$ cat src/rtl/store_buffer_pkg.sv
// Shared constants and entry type for the store buffer and its forwarding matcher.
package store_buffer_pkg;

    localparam int SB_DEPTH = 4;
    localparam int ADDR_W   = 8;
    localparam int DATA_W   = 8;

    typedef struct packed {
        logic [ADDR_W-1:0] addr;
        logic [DATA_W-1:0] data;
    } sb_entry_t;

endpackage

$ cat src/rtl/store_buffer_fwd.sv
// Store-to-load forwarding: finds the youngest valid entry whose address matches the load.
module store_buffer_fwd
    import store_buffer_pkg::*;
#(
    parameter int DEPTH = SB_DEPTH,
    localparam int PTR_W = $clog2(DEPTH)
) (
    input  sb_entry_t         entries [DEPTH],
    input  logic [DEPTH-1:0]  valid,
    input  logic [PTR_W-1:0]  head,
    input  logic [ADDR_W-1:0] addr,
    output logic              hit,
    output logic [DATA_W-1:0] data
);

    logic [DEPTH-1:0] match;
    logic [PTR_W-1:0] idx;

    generate
        for (genvar gi = 0; gi < DEPTH; gi++) begin : g_match
            assign match[gi] = valid[gi] && (entries[gi].addr == addr);
        end
    endgenerate

    // Walk oldest to youngest from head so the last match seen is the youngest.
    always_comb begin
        hit  = 1'b0;
        data = '0;
        idx  = head;
        for (int k = 0; k < DEPTH; k++) begin
            idx = head + PTR_W'(k);
            if (match[idx]) begin
                hit  = 1'b1;
                data = entries[idx].data;
            end
        end
    end

endmodule

$ cat src/rtl/store_buffer.sv
// FIFO store buffer between core and data memory; drains one store per non-load cycle.
module store_buffer
    import store_buffer_pkg::*;
#(
    parameter int DEPTH = SB_DEPTH
) (
    input  logic              Clk,
    input  logic              Reset,
    input  logic              CpuStore,
    input  logic              CpuLoad,
    input  logic [ADDR_W-1:0] CpuAddr,
    input  logic [DATA_W-1:0] CpuData,
    output logic [DATA_W-1:0] LoadData,
    output logic              Stall,
    output logic              Empty,
    output logic              MemWriteEn,
    output logic [ADDR_W-1:0] MemAddress,
    output logic [DATA_W-1:0] MemDataIn,
    input  logic [DATA_W-1:0] MemDataOut
);

    localparam int PTR_W = $clog2(DEPTH);
    localparam int CNT_W = PTR_W + 1;

    sb_entry_t          entries_q [DEPTH];
    sb_entry_t          entries_d [DEPTH];
    logic [DEPTH-1:0]   valid_q, valid_d;
    logic [PTR_W-1:0]   head_q, head_d;
    logic [PTR_W-1:0]   tail_q, tail_d;
    logic [CNT_W-1:0]   count_q, count_d;

    logic               full;
    logic               accept;
    logic               drain;
    logic               fwd_hit;
    logic [DATA_W-1:0]  fwd_data;
    sb_entry_t          head_entry;

    assign full   = (count_q == CNT_W'(DEPTH));
    // Reset gates both paths so memory init is never overwritten.
    assign accept = !Reset && CpuStore && !CpuLoad && !full;
    assign drain  = !Reset && !CpuLoad && (count_q != '0);

    always_comb begin
        entries_d = entries_q;
        valid_d   = valid_q;
        head_d    = head_q;
        tail_d    = tail_q;
        if (accept) begin
            entries_d[tail_q] = '{addr: CpuAddr, data: CpuData};
            valid_d[tail_q]   = 1'b1;
            tail_d            = tail_q + 1'b1;
        end
        if (drain) begin
            valid_d[head_q] = 1'b0;
            head_d          = head_q + 1'b1;
        end
        count_d = count_q + CNT_W'(accept) - CNT_W'(drain);
    end

    always_ff @(posedge Clk) begin
        if (Reset) begin
            valid_q <= '0;
            head_q  <= '0;
            tail_q  <= '0;
            count_q <= '0;
        end else begin
            valid_q <= valid_d;
            head_q  <= head_d;
            tail_q  <= tail_d;
            count_q <= count_d;
        end
    end

    // Payload needs no reset; the valid mask decides what is live.
    always_ff @(posedge Clk) begin
        entries_q <= entries_d;
    end

    store_buffer_fwd #(
        .DEPTH (DEPTH)
    ) u_fwd (
        .entries (entries_q),
        .valid   (valid_q),
        .head    (head_q),
        .addr    (CpuAddr),
        .hit     (fwd_hit),
        .data    (fwd_data)
    );

    always_comb begin
        head_entry = entries_q[head_q];
        MemWriteEn = drain;
        MemAddress = '0;
        MemDataIn  = '0;
        if (CpuLoad) begin
            MemAddress = CpuAddr;
        end else if (drain) begin
            MemAddress = head_entry.addr;
            MemDataIn  = head_entry.data;
        end
    end

    assign Stall    = !Reset && CpuStore && (full || CpuLoad);
    assign Empty    = (count_q == '0);
    assign LoadData = fwd_hit ? fwd_data : MemDataOut;

endmodule
$ cat config.mk
export PLATFORM = sky130hd
export DESIGN_NAME = store_buffer
export DESIGN_NICKNAME = d
export VERILOG_FILES = /design/src/rtl/store_buffer_pkg.sv /design/src/rtl/store_buffer_fwd.sv /design/src/rtl/store_buffer.sv
export SDC_FILE = /design/constraint.sdc
export NUM_CORES = 1
export LEC_CHECK = 0
export ABC_AREA = 0
export CAP_MARGIN = 20
export CORE_ASPECT_RATIO = 1.4
export CORE_UTILIZATION = 50
export DETAILED_ROUTE_END_ITERATION = 8
export PLACE_DENSITY = 0.76
export SETUP_SLACK_MARGIN = 0.1
export SLEW_MARGIN = 20
export SYNTH_ARGS = -nofsm -noshare
export SYNTH_HDL_FRONTEND = slang
export SYNTH_SLANG_ARGS = --single-unit
$ cat constraint.sdc
create_clock -name Clk -period 3 [get_ports Clk]
set_clock_uncertainty 0.05 [all_clocks]
set_input_delay 0.6 -clock Clk [delete_from_list [all_inputs] [get_ports Clk]]
set_output_delay 0.6 -clock Clk [all_outputs]
set_load 0.005 [all_outputs]
Word level (Yosys, flattened, before mapping) --
Cells that the tools add are included.
Storage, ports and cells: register bits 75, bits of input ports 28, word-level logic and storage cells 105
Operators by class: $add $sub $neg 6, $lt $le $gt $ge 13, eq/ne operators 5, mux-type cells 42, bitwise logic cells 8, reduce and logical (&&, ||, !) cells 19
Operator list (count):
- $bmux W16 S2 | 4
- $mux W8 | 15
- $bwmux W64 | 1
- $mux W16 | 3
- $demux W16 S2 | 1
- $eq A8 B8 Y1 | 4
- $ge A3 B3 Y1 const B | 5
- $lt A2 B3 Y1 const B | 5
- $not A2 Y3 | 5
- $logic_and A1 B1 Y1 | 13
- $mux W1 | 10
- $bmux W1 S2 | 4
- $mux W4 | 2
- $add A2 B1 Y2 const B | 2
- $add A2 B2 Y2 const B | 2
- $and A4 B4 Y4 | 1
- $demux W1 S2 | 2
- $ge A2 B1 Y1 const B | 2
- $not A4 Y4 | 1
- $or A4 B4 Y4 | 1
- $add A3 B1 Y3 | 1
- $eq A3 B3 Y1 const B | 1
- $logic_not A1 Y1 | 3
- $logic_not A3 Y1 | 1
- 4 further kinds | 4

Longest topological paths before layout --
Gate-level depths: netlist (run 1).
word-level depth 9, mapped depth 12

Modules after synthesis --
From an unflattened synthesis (run 1), not the netlist that was laid out.
Second synthesis, totals: cell total of the unflattened synthesis 374, area total of the unflattened synthesis 4633.2 sq um
By module, submodules not included:
- store_buffer | instances 1, cells each 180, area each 3230.6 sq um, seq. area each 2142.1 sq um
- store_buffer_fwd | instances 1, cells each 194, area each 1402.6 sq um, seq. area each 0.0 sq um

Least setup slack after synthesis (run 1) --
Ideal clock, no wire load.
path kind register to output, start point register head_q[0], end point output LoadData[3], arrival 2542 ps, required time 2350 ps, setup slack -192 ps, cell stages (with the launch flop) 10, buffers on the path 3, cell sequence dfxtp_1 buf_4 inv_1 ha_1 buf_6 clkbuf_1 mux2i_1 nor2_1 a2111oi_1 o211ai_1
RTL lines:
- from (decl) | line store_buffer.sv:28 | logic [PTR_W-1:0] head_q, head_d;
- from (signal assigned) | line store_buffer.sv:64 | head_q <= '0;
- from (signal assigned) | line store_buffer.sv:69 | head_q <= head_d;
- $add A2 B2 Y2 * | line store_buffer_fwd.sv:31 | idx = head + PTR_W'(k);
- net u_fwd.idx[0] | line store_buffer_fwd.sv:17 | logic [PTR_W-1:0] idx;
- $not A2 Y3 (not written as such) | line store_buffer_fwd.sv:34 | data = entries[idx].data;
- $bmux W16 S2 | line store_buffer_fwd.sv:34
- $mux W8 (not written as such) (2 in series) | line store_buffer_fwd.sv:34
- $mux W8 | line store_buffer_fwd.sv:32 | if (match[idx]) begin
- $mux W8 * | line store_buffer.sv:106 | assign LoadData = fwd_hit ? fwd_data : MemDataOut;
- to (decl) | line store_buffer.sv:13 | output logic [DATA_W-1:0] LoadData,
The timed path passes the listed nets; every way through them passes the cells marked *. The select of a mux whose other input is x is not followed.

Worst setup path after layout (run 1) --
start point input CpuAddr[0], end point output LoadData[0]
Between the ends: cells in the longest elaborated chain, start to end 9
RTL lines:
- from (decl) | line store_buffer.sv:11 | input logic [ADDR_W-1:0] CpuAddr,
- $eq A8 B8 Y1 | line store_buffer_fwd.sv:21 | assign match[gi] = valid[gi] && (entries[gi].addr == addr);
- $logic_and A1 B1 Y1 | line store_buffer_fwd.sv:21
- $bmux W1 S2 | line store_buffer_fwd.sv:32
- $mux W1 (not written as such) | line store_buffer_fwd.sv:32
- $mux W8 / $mux W1 (equally long branches) (4 in series) | line store_buffer_fwd.sv:32
- $mux W8 * | line store_buffer.sv:106
Mark *: on every way between the ends. The rest lies on a longest branch, timed or not. The select of a mux whose other input is x is not followed.

==> results of run 1 <==
[layer usage]
layer,GRT usage [%],up-vias
li1,-,1567
met1,25.4,1651
met2,46.2,93
met3,5.31,17
met4,8.39,0
met5,0,-
[cell families (layout without fill, tap and decap cells)]
group | count (synthesis) | in the layout | share of synthesized area (%)
XOR/XNOR | 36 | 36 | 7.21
buffers and inverters | 32 | 146 | 4.07
adder cells (fa/ha/maj) | 11 | 11 | 3.17
AO/OA/AOI/OAI | 46 | 46 | 9.09
multiplexers | 61 | 61 | 20.0
AND/OR/NAND/NOR | 87 | 87 | 9.72
flip-flops | 75 | 75 | 46.7
[layout make-up]
cell class	instances	area, sq um
inverters	9	33.8
clock buffers	10	229
repair buffers	121	1010
well taps	107	134
fillers	633	2830
clock inverters	6	32.5
multi-input cells	241	2560
flip-flops and latches	75	2150
[worst max-delay path, stage by stage]
cell	delay (ns)
buf_2	0.15
xnor2_2	0.17
nand4_1	0.14
or4_4	0.58
o2111ai_4	0.11
o41ai_4	0.11
buf_6	0.16
buf_4	0.14
a2111oi_4	0.28
o211ai_1	0.12
buf_2	0.14
[timing repair]
item                                    4_1_cts  5_1_grt
endpoints found under the hold margin         0        0
pin swaps                                    21       13
endpoints found under the setup margin       24       10
hold buffers                                  0        0
setup buffers                                11        8
resized for setup                            94       28
[registers in the layout (all words and copies together) (netlist names)]
name,cells
count_q,3
entries_q,64
head_q,2
tail_q,2
valid_q,4
[synthesized netlist by cell type (3+ instances only)]
library cell / number
a2111oi_1: 8
a211oi_1: 5
a221o_1: 8
a22o_1: 7
and2_1: 12
buf_1: 3
buf_2: 5
buf_4: 4
buf_6: 6
clkbuf_1: 5
dfxtp_1: 11
edfxtp_1: 64
ha_1: 10
inv_1: 9
mux2i_1: 37
mux4_2: 21
mux4_4: 3
nand2_1: 22
nand3_1: 4
nand4_1: 4
nor2_1: 27
nor3_1: 4
nor4_1: 4
o211ai_1: 8
xnor2_1: 34
[through the flow]
step                util, %  hold WS [ns]  power (uW)
CTS                    66.7         0.473        3470
global placement       61.1         0.454        2480
floorplan                 -         0.428        2130
global route           68.5         0.512        3650
detailed placement     61.1         0.458        2510
finish                 68.5         0.473        3480
[worst paths after layout]
check | start | to | slack (ns) | cells after the start
worst min-delay path | valid_q[1] | valid_q[1] | 0.47 | 2
worst max register to register | count_q[2] | count_q[2] | 0.64 | 11
worst max-delay path | CpuAddr[0] | LoadData[0] | -0.36 | 11
worst min register to register | valid_q[1] | valid_q[1] | 0.47 | 2
[power groups by stage]
stage | combinational, uW | sequential [uW] | clock [uW]
floorplan | 892 | 1240 | 0
global route | 1440 | 1230 | 984
detailed placement | 1280 | 1230 | 0
CTS | 1310 | 1220 | 940
global placement | 1250 | 1230 | 0
finish | 1340 | 1220 | 923
==> out/metrics.csv, run 1 <==
stage;metric;value;unit
routing;drt first-iter violations;197;
setup_path;crit-path max FO;7;
sta;RSZ-0062 raised after global routing;yes;
clock_network;clk_lat worst skew;0.33;ns
place;Cells after DPL;534;
sta;Setup Total Neg Slack;-2.75;ns
power_and_ir_drop;pwr/cell area;566;nW/um^2
power_and_ir_drop;Clk pwr share;26.5;%
synthesis;Post-Syn Area;4580;sq um
setup_path;Worst Setup End Kind;primary output;
sta;headroom to the max-slew limit;72.8;%
global_route;first-pass GRT wire length;17300;um
run_status;failing checks;negative setup slack;
place;pre-CTS WS;-1.24;ns
cells_and_area;synthesis-to-finish area growth;34.2;%
routing;DRC;0;
worst_hold_path;Min-Delay Path Class;reg2reg;
synthesis;Post-synth EDFFs;64;
synthesis;synth warn;0;
sta;Fin. Hold Viols;0;
die;IO Pins;55;
die;Core Region;8980;sq um
routing;Met1 Wirelength;4210;um
sta;crit share post-route;112;%
place;HPWL after DPL;7540;um
clock_network;CTS Buf Count;9;
power_and_ir_drop;peak supply drop;0.000548;V
power_and_ir_drop;Switch Pwr;1050;uW
routing;final wirelength;10900;um
routing;Max Used Layer;met4;
clock_network;CTS sink count;75;
run;Max-cap violations;0;
cells_and_area;cell area after layout;6150;sq um
synthesis;post-synthesis cell count;348;
run_status;status;complete, but fails checks;
setup_path;Arr. time, crit path;2.71;ns
setup_path;kind of critical path;in2out;
routing;met2 WL;6090;um
cells_and_area;Layout Nets;496;
routing;Vias;3328;
die;Rows;41;
cells_and_area;most frequent cells in the layout;64 x edfxtp_1, 60 x buf_4, 37 x clkdlybuf4s50_1, 35 x mux2i_1, 27 x xnor2_1;
global_route;GR Util All Layers;23.9;%
clock_network;H-tree depth reported by CTS;3;
routing;Final ANT Viol Nets;0;
die;Chip Width;82.9;um
setup_path;type of origin of the critical path;input pin;
synthesis;sequential cell area fraction in the yosys report;46.7;%
die;Die Y-Extent;115;um
cells_and_area;layout cells sized above 1;36.4;%
clock_network;Reg clk slew, reported paths;0.05;ns
die;die area;9560;sq um
clock_network;clock buffer depth;2;
global_route;largest net degree at the start of global routing;39;
place;routability congestion estimate;0.917;
global_route;total gr overflow;0;
synthesis;Post-synth ARST share;0;%
power_and_ir_drop;Pleak;0.00212;uW
place;buffers added on ports;54;
die;Starting Density;51.1;%
synthesis;main flop type after synthesis;edfxtp_1;
power_and_ir_drop;register share of total power;35.1;%
sta;setup ws final;-0.364;ns
power_and_ir_drop;cell internal pwr;2430;uW
sta;Slew Viols, Final;0;
sta;minimum clock period;3.36;ns
routing;DR pass1 iterations;4;
sta;FMAX;297;MHz
clock_network;clock root buffer;clkbuf_16;
cells_and_area;commonest non-fill, non-tap cell in the layout;edfxtp_1;
global_route;number of global-route vias before repair;3448;
global_route;initial antenna violation count;0;
synthesis;cell taking the most area after synthesis;edfxtp_1;
routing;WL met3;414;um
routing;drt wl/cell;19.2;um
power_and_ir_drop;Sw Ratio;30.2;%
synthesis;syn_area_per_cell;13.2;sq um
place;DP Area;5490;sq um
synthesis;Yosys reg bits;75;
sta;final setup fails;8;
cells_and_area;diode count;0;
synthesis;count of cell types in the netlist;41;
routing;DR vias/cell;5.85;
setup_path;worst endpoint required time;2.35;ns
synthesis;Area contributors post-synth;edfxtp_1 42%, mux4_2 10%, mux2i_1 8.1%;
power_and_ir_drop;Logic pwr share;38.4;%
sta;worst slew pin tran;0.407;ns
clock_network;CTS tree;done;
cells_and_area;Layout Cells excl Fill;569;
synthesis;Syn Nets;387;
synthesis;Yosys top cell area share;41.9;%
No activity file was read; power rests on OpenSTA's default activity.
==> run 2, diff against run 1 <==
- PLACE_DENSITY: 0.76 -> 0.82
- RECOVER_POWER: not set -> 50
==> out/metrics.csv, run 2 (same netlist as run 1, synthesis figures left out) <==
stage;metric;value;unit;change
cells_and_area;most frequent cells in the layout;64 x edfxtp_1, 41 x buf_4, 36 x mux2i_1, 25 x xnor2_1, 25 x clkdlybuf4s50_1;;was 64 x edfxtp_1, 60 x buf_4, 37 x clkdlybuf4s50_1, 35 x mux2i_1, 27 x xnor2_1
cells_and_area;Sequential Area;2150;sq um;unchanged
place;routability congestion estimate;0.886;;was 0.917
die;Rows;41;;unchanged
routing;DRC;0;;unchanged
clock_network;CTS Buf Count;9;;unchanged
routing;Final ANT Viol Nets;0;;unchanged
global_route;largest net degree at the start of global routing;39;;unchanged
power_and_ir_drop;total power;3620;uW;was 3480 uW
cells_and_area;Largest register FFs;64;;unchanged
global_route;number of global-route vias before repair;3601;;was 3448
clock_network;CTS tree;done;;unchanged
routing;drt wl/cell;20.5;um;was 19.2 um
cells_and_area;synthesis-to-finish area growth;35.4;%;was 34.2%
setup_path;crit-path max FO;8;;was 7
cells_and_area;layout cells sized above 1;34.0;%;was 36.4%
setup_path;CP top delay family;simple AND/OR/NAND/NOR gates;;unchanged
sta;headroom to the max-slew limit;62.5;%;was 72.8%
global_route;GR Util All Layers;24.5;%;was 23.9%
cells_and_area;biggest regs;entries_q (64), valid_q (4), count_q (3);;unchanged
setup_path;kind of critical path;in2out;;unchanged
routing;final wirelength;11600;um;was 10900 um
clock_network;H-tree depth reported by CTS;3;;unchanged
clock_network;CTS Hold Buffers Added;0;;unchanged
worst_hold_path;hold depth;2;;unchanged
cells_and_area;multi-input logic area;2590;sq um;was 2560 sq um
setup_path;Worst Setup End Kind;primary output;;unchanged
setup_path;Reg-to-Reg End;count_q[2];;unchanged
power_and_ir_drop;Pleak;0.00219;uW;was 0.00212 uW
run;Max-cap violations;0;;unchanged
sta;crit share post-route;114;%;was 112%
setup_path;type of origin of the critical path;input pin;;unchanged
setup_path;flop2flop setup slack;0.50;ns;was 0.64 ns
sta;worst slew pin tran;0.563;ns;was 0.407 ns
setup_path;cell depth of the worst flop-to-flop path;10;;was 11
clock_network;clock root buffer;clkbuf_16;;unchanged
clock_network;clk_lat worst skew;0.34;ns;was 0.33 ns
setup_path;Crit path largest cell delay;0.55;ns;was 0.58 ns
cells_and_area;diode count;0;;unchanged
run_status;status;complete, but fails checks;;unchanged
setup_path;Crit path buffers/inverters;5;;was 4
sta;hold slack;0.469;ns;was 0.473 ns
sta;final setup fails;15;;was 8
place;HPWL after DPL;7240;um;was 7540 um
power_and_ir_drop;peak supply drop;0.000511;V;was 0.000548 V
setup_path;R2R Path Start;count_q[2];;unchanged
run_status;failing checks;negative setup slack;;unchanged
cells_and_area;Filler Cell Count;606;;was 633
routing;DR pass1 iterations;4;;unchanged
setup_path;worst endpoint required time;2.35;ns;about the same
worst_hold_path;sink of the worst hold path;valid_q[2];;was valid_q[1]
die;IO Pins;55;;unchanged
place;buffers added on ports;54;;unchanged
die;Chip Width;82.9;um;unchanged
setup_path;Setup crit start;CpuAddr[6];;was CpuAddr[0]
worst_hold_path;hold_sp;valid_q[2];;was valid_q[1]
die;die area;9560;sq um;unchanged
die;Core Region;8980;sq um;unchanged
global_route;total gr overflow;0;;unchanged
power_and_ir_drop;pwr/cell area;584;nW/um^2;was 566 nW/um^2
cells_and_area;Reg with most FFs;entries_q;;unchanged
sta;RSZ-0062 raised after global routing;yes;;unchanged
setup_path;slowest CP cell;or4_4;;unchanged
sta;minimum clock period;3.43;ns;was 3.36 ns
routing;drt first-iter violations;216;;was 197
global_route;first-pass GRT wire length;17700;um;was 17300 um
die;Die Y-Extent;115;um;unchanged
die;Starting Density;51.1;%;unchanged
clock_network;Reg clk slew, reported paths;0.05;ns;about the same
global_route;initial antenna violation count;0;;unchanged
sta;Slew Viols, Final;0;;unchanged
sta;FMAX;292;MHz;was 297 MHz
routing;Vias;3390;;was 3328
sta;setup ws final;-0.429;ns;was -0.364 ns
clock_network;CTS sink count;75;;unchanged
routing;DR vias/cell;6.02;;was 5.85
cells_and_area;commonest non-fill, non-tap cell in the layout;edfxtp_1;;unchanged
setup_path;Arr. time, crit path;2.78;ns;was 2.71 ns
clock_network;clock buffer depth;2;;unchanged
cells_and_area;Layout Nets;490;;was 496
setup_path;crit-path cells;buf_2 > buf_6 > xnor2_2 > nand4_1 > or4_4 > o2111ai_4 > o41ai_4 > buf_6 > buf_4 > a2111oi_4 > o211ai_1 > buf_2;;was buf_2 > xnor2_2 > nand4_1 > or4_4 > o2111ai_4 > o41ai_4 > buf_6 > buf_4 > a2111oi_4 > o211ai_1 > buf_2
worst_hold_path;Min-Delay Path Class;reg2reg;;unchanged
sta;Fin. Hold Viols;0;;unchanged
sta;Setup Total Neg Slack;-3.77;ns;was -2.75 ns
run 2: changes by cell type in the layout (fill, tap and decap cells not counted), moves of 3 or more:
cell,before,now
nor2_2,4,1
buf_4,60,41
dlymetal6s2s_1,1,4
clkdlybuf4s50_1,37,25
nor2_1,19,23
clkbuf_1,1,8
dlygate4sd3_1,0,9
buf_6,5,8
buf_12,0,3
run 2: layout make-up:
cell class	count	share of cell area (%)
Timing Repair Buffer	115	15.9
Clock inverter	5	0.524
Inverter	9	0.544
Multi-Input combinational cell	241	41.8
Tap cell	107	2.16
Clock buffer	11	4.44
Sequential cell	75	34.6
run 2: what timing repair did:
| action | in CTS | in global routing |
|---|---|---|
| pin swaps | 20 | 17 |
| buffers inserted | 13 | 8 |
| setup endpoints to repair | 24 | 13 |
| resized for setup | 92 | 29 |
run 2: how the worst max path moves through the flow:
stage / slack, ns / endpoint / depth (start not counted)
after floorplan: 0.09 / LoadData[0] / 9
after global placement: -1.18 / LoadData[0] / 10
after detailed placement: -1.19 / LoadData[5] / 10
after CTS: -0.51 / LoadData[5] / 10
after global routing: -0.52 / LoadData[1] / 14
final: -0.43 / LoadData[6] / 12
run 2: metrics by stage:
| step | util (%) | cell area, sq um | std cells | setup slack [ns] |
|---|---|---|---|---|
| 6_report | 69.1 | 6210 | 563 | -0.429 |
| 3_5_place_dp | 60.6 | 5440 | 526 | -1.19 |
| 2_1_floorplan | - | 4610 | 348 | 0.0854 |
| 3_3_place_gp | 60.6 | 5440 | 526 | -1.18 |
| 5_1_grt | 69.1 | 6210 | 563 | -0.519 |
| 4_1_cts | 67.3 | 6040 | 555 | -0.510 |
run 2: routing by layer:
| metal | wire [um] | vias to the layer above | track usage (%) | part of all wire (%) |
|---|---|---|---|---|
| met5 | 0 | - | 0 | 0 |
| met4 | 389 | 0 | 14.3 | 3.4 |
| met3 | 564 | 32 | 5.46 | 4.9 |
| met2 | 6380 | 138 | 45.5 | 55 |
| met1 | 4230 | 1667 | 25.5 | 37 |
| li1 | - | 1553 | - | - |
run 2: worst register-to-register path, cell delays in order (launching register included):
cell,delay [ns]
dfxtp_1,0.33
nor3_1,0.48
nor3_2,0.09
buf_4,0.19
ha_1,0.29
inv_1,0.04
ha_1,0.18
fa_1,0.38
xnor2_1,0.17
xnor2_1,0.13
nor2_1,0.05
run 2: report_power, final:
part | internal [uW] | switching [uW]
Clock | 658 | 411
Sequential | 1180 | 39.5
Combinational | 694 | 639
Total | 2530 | 1090
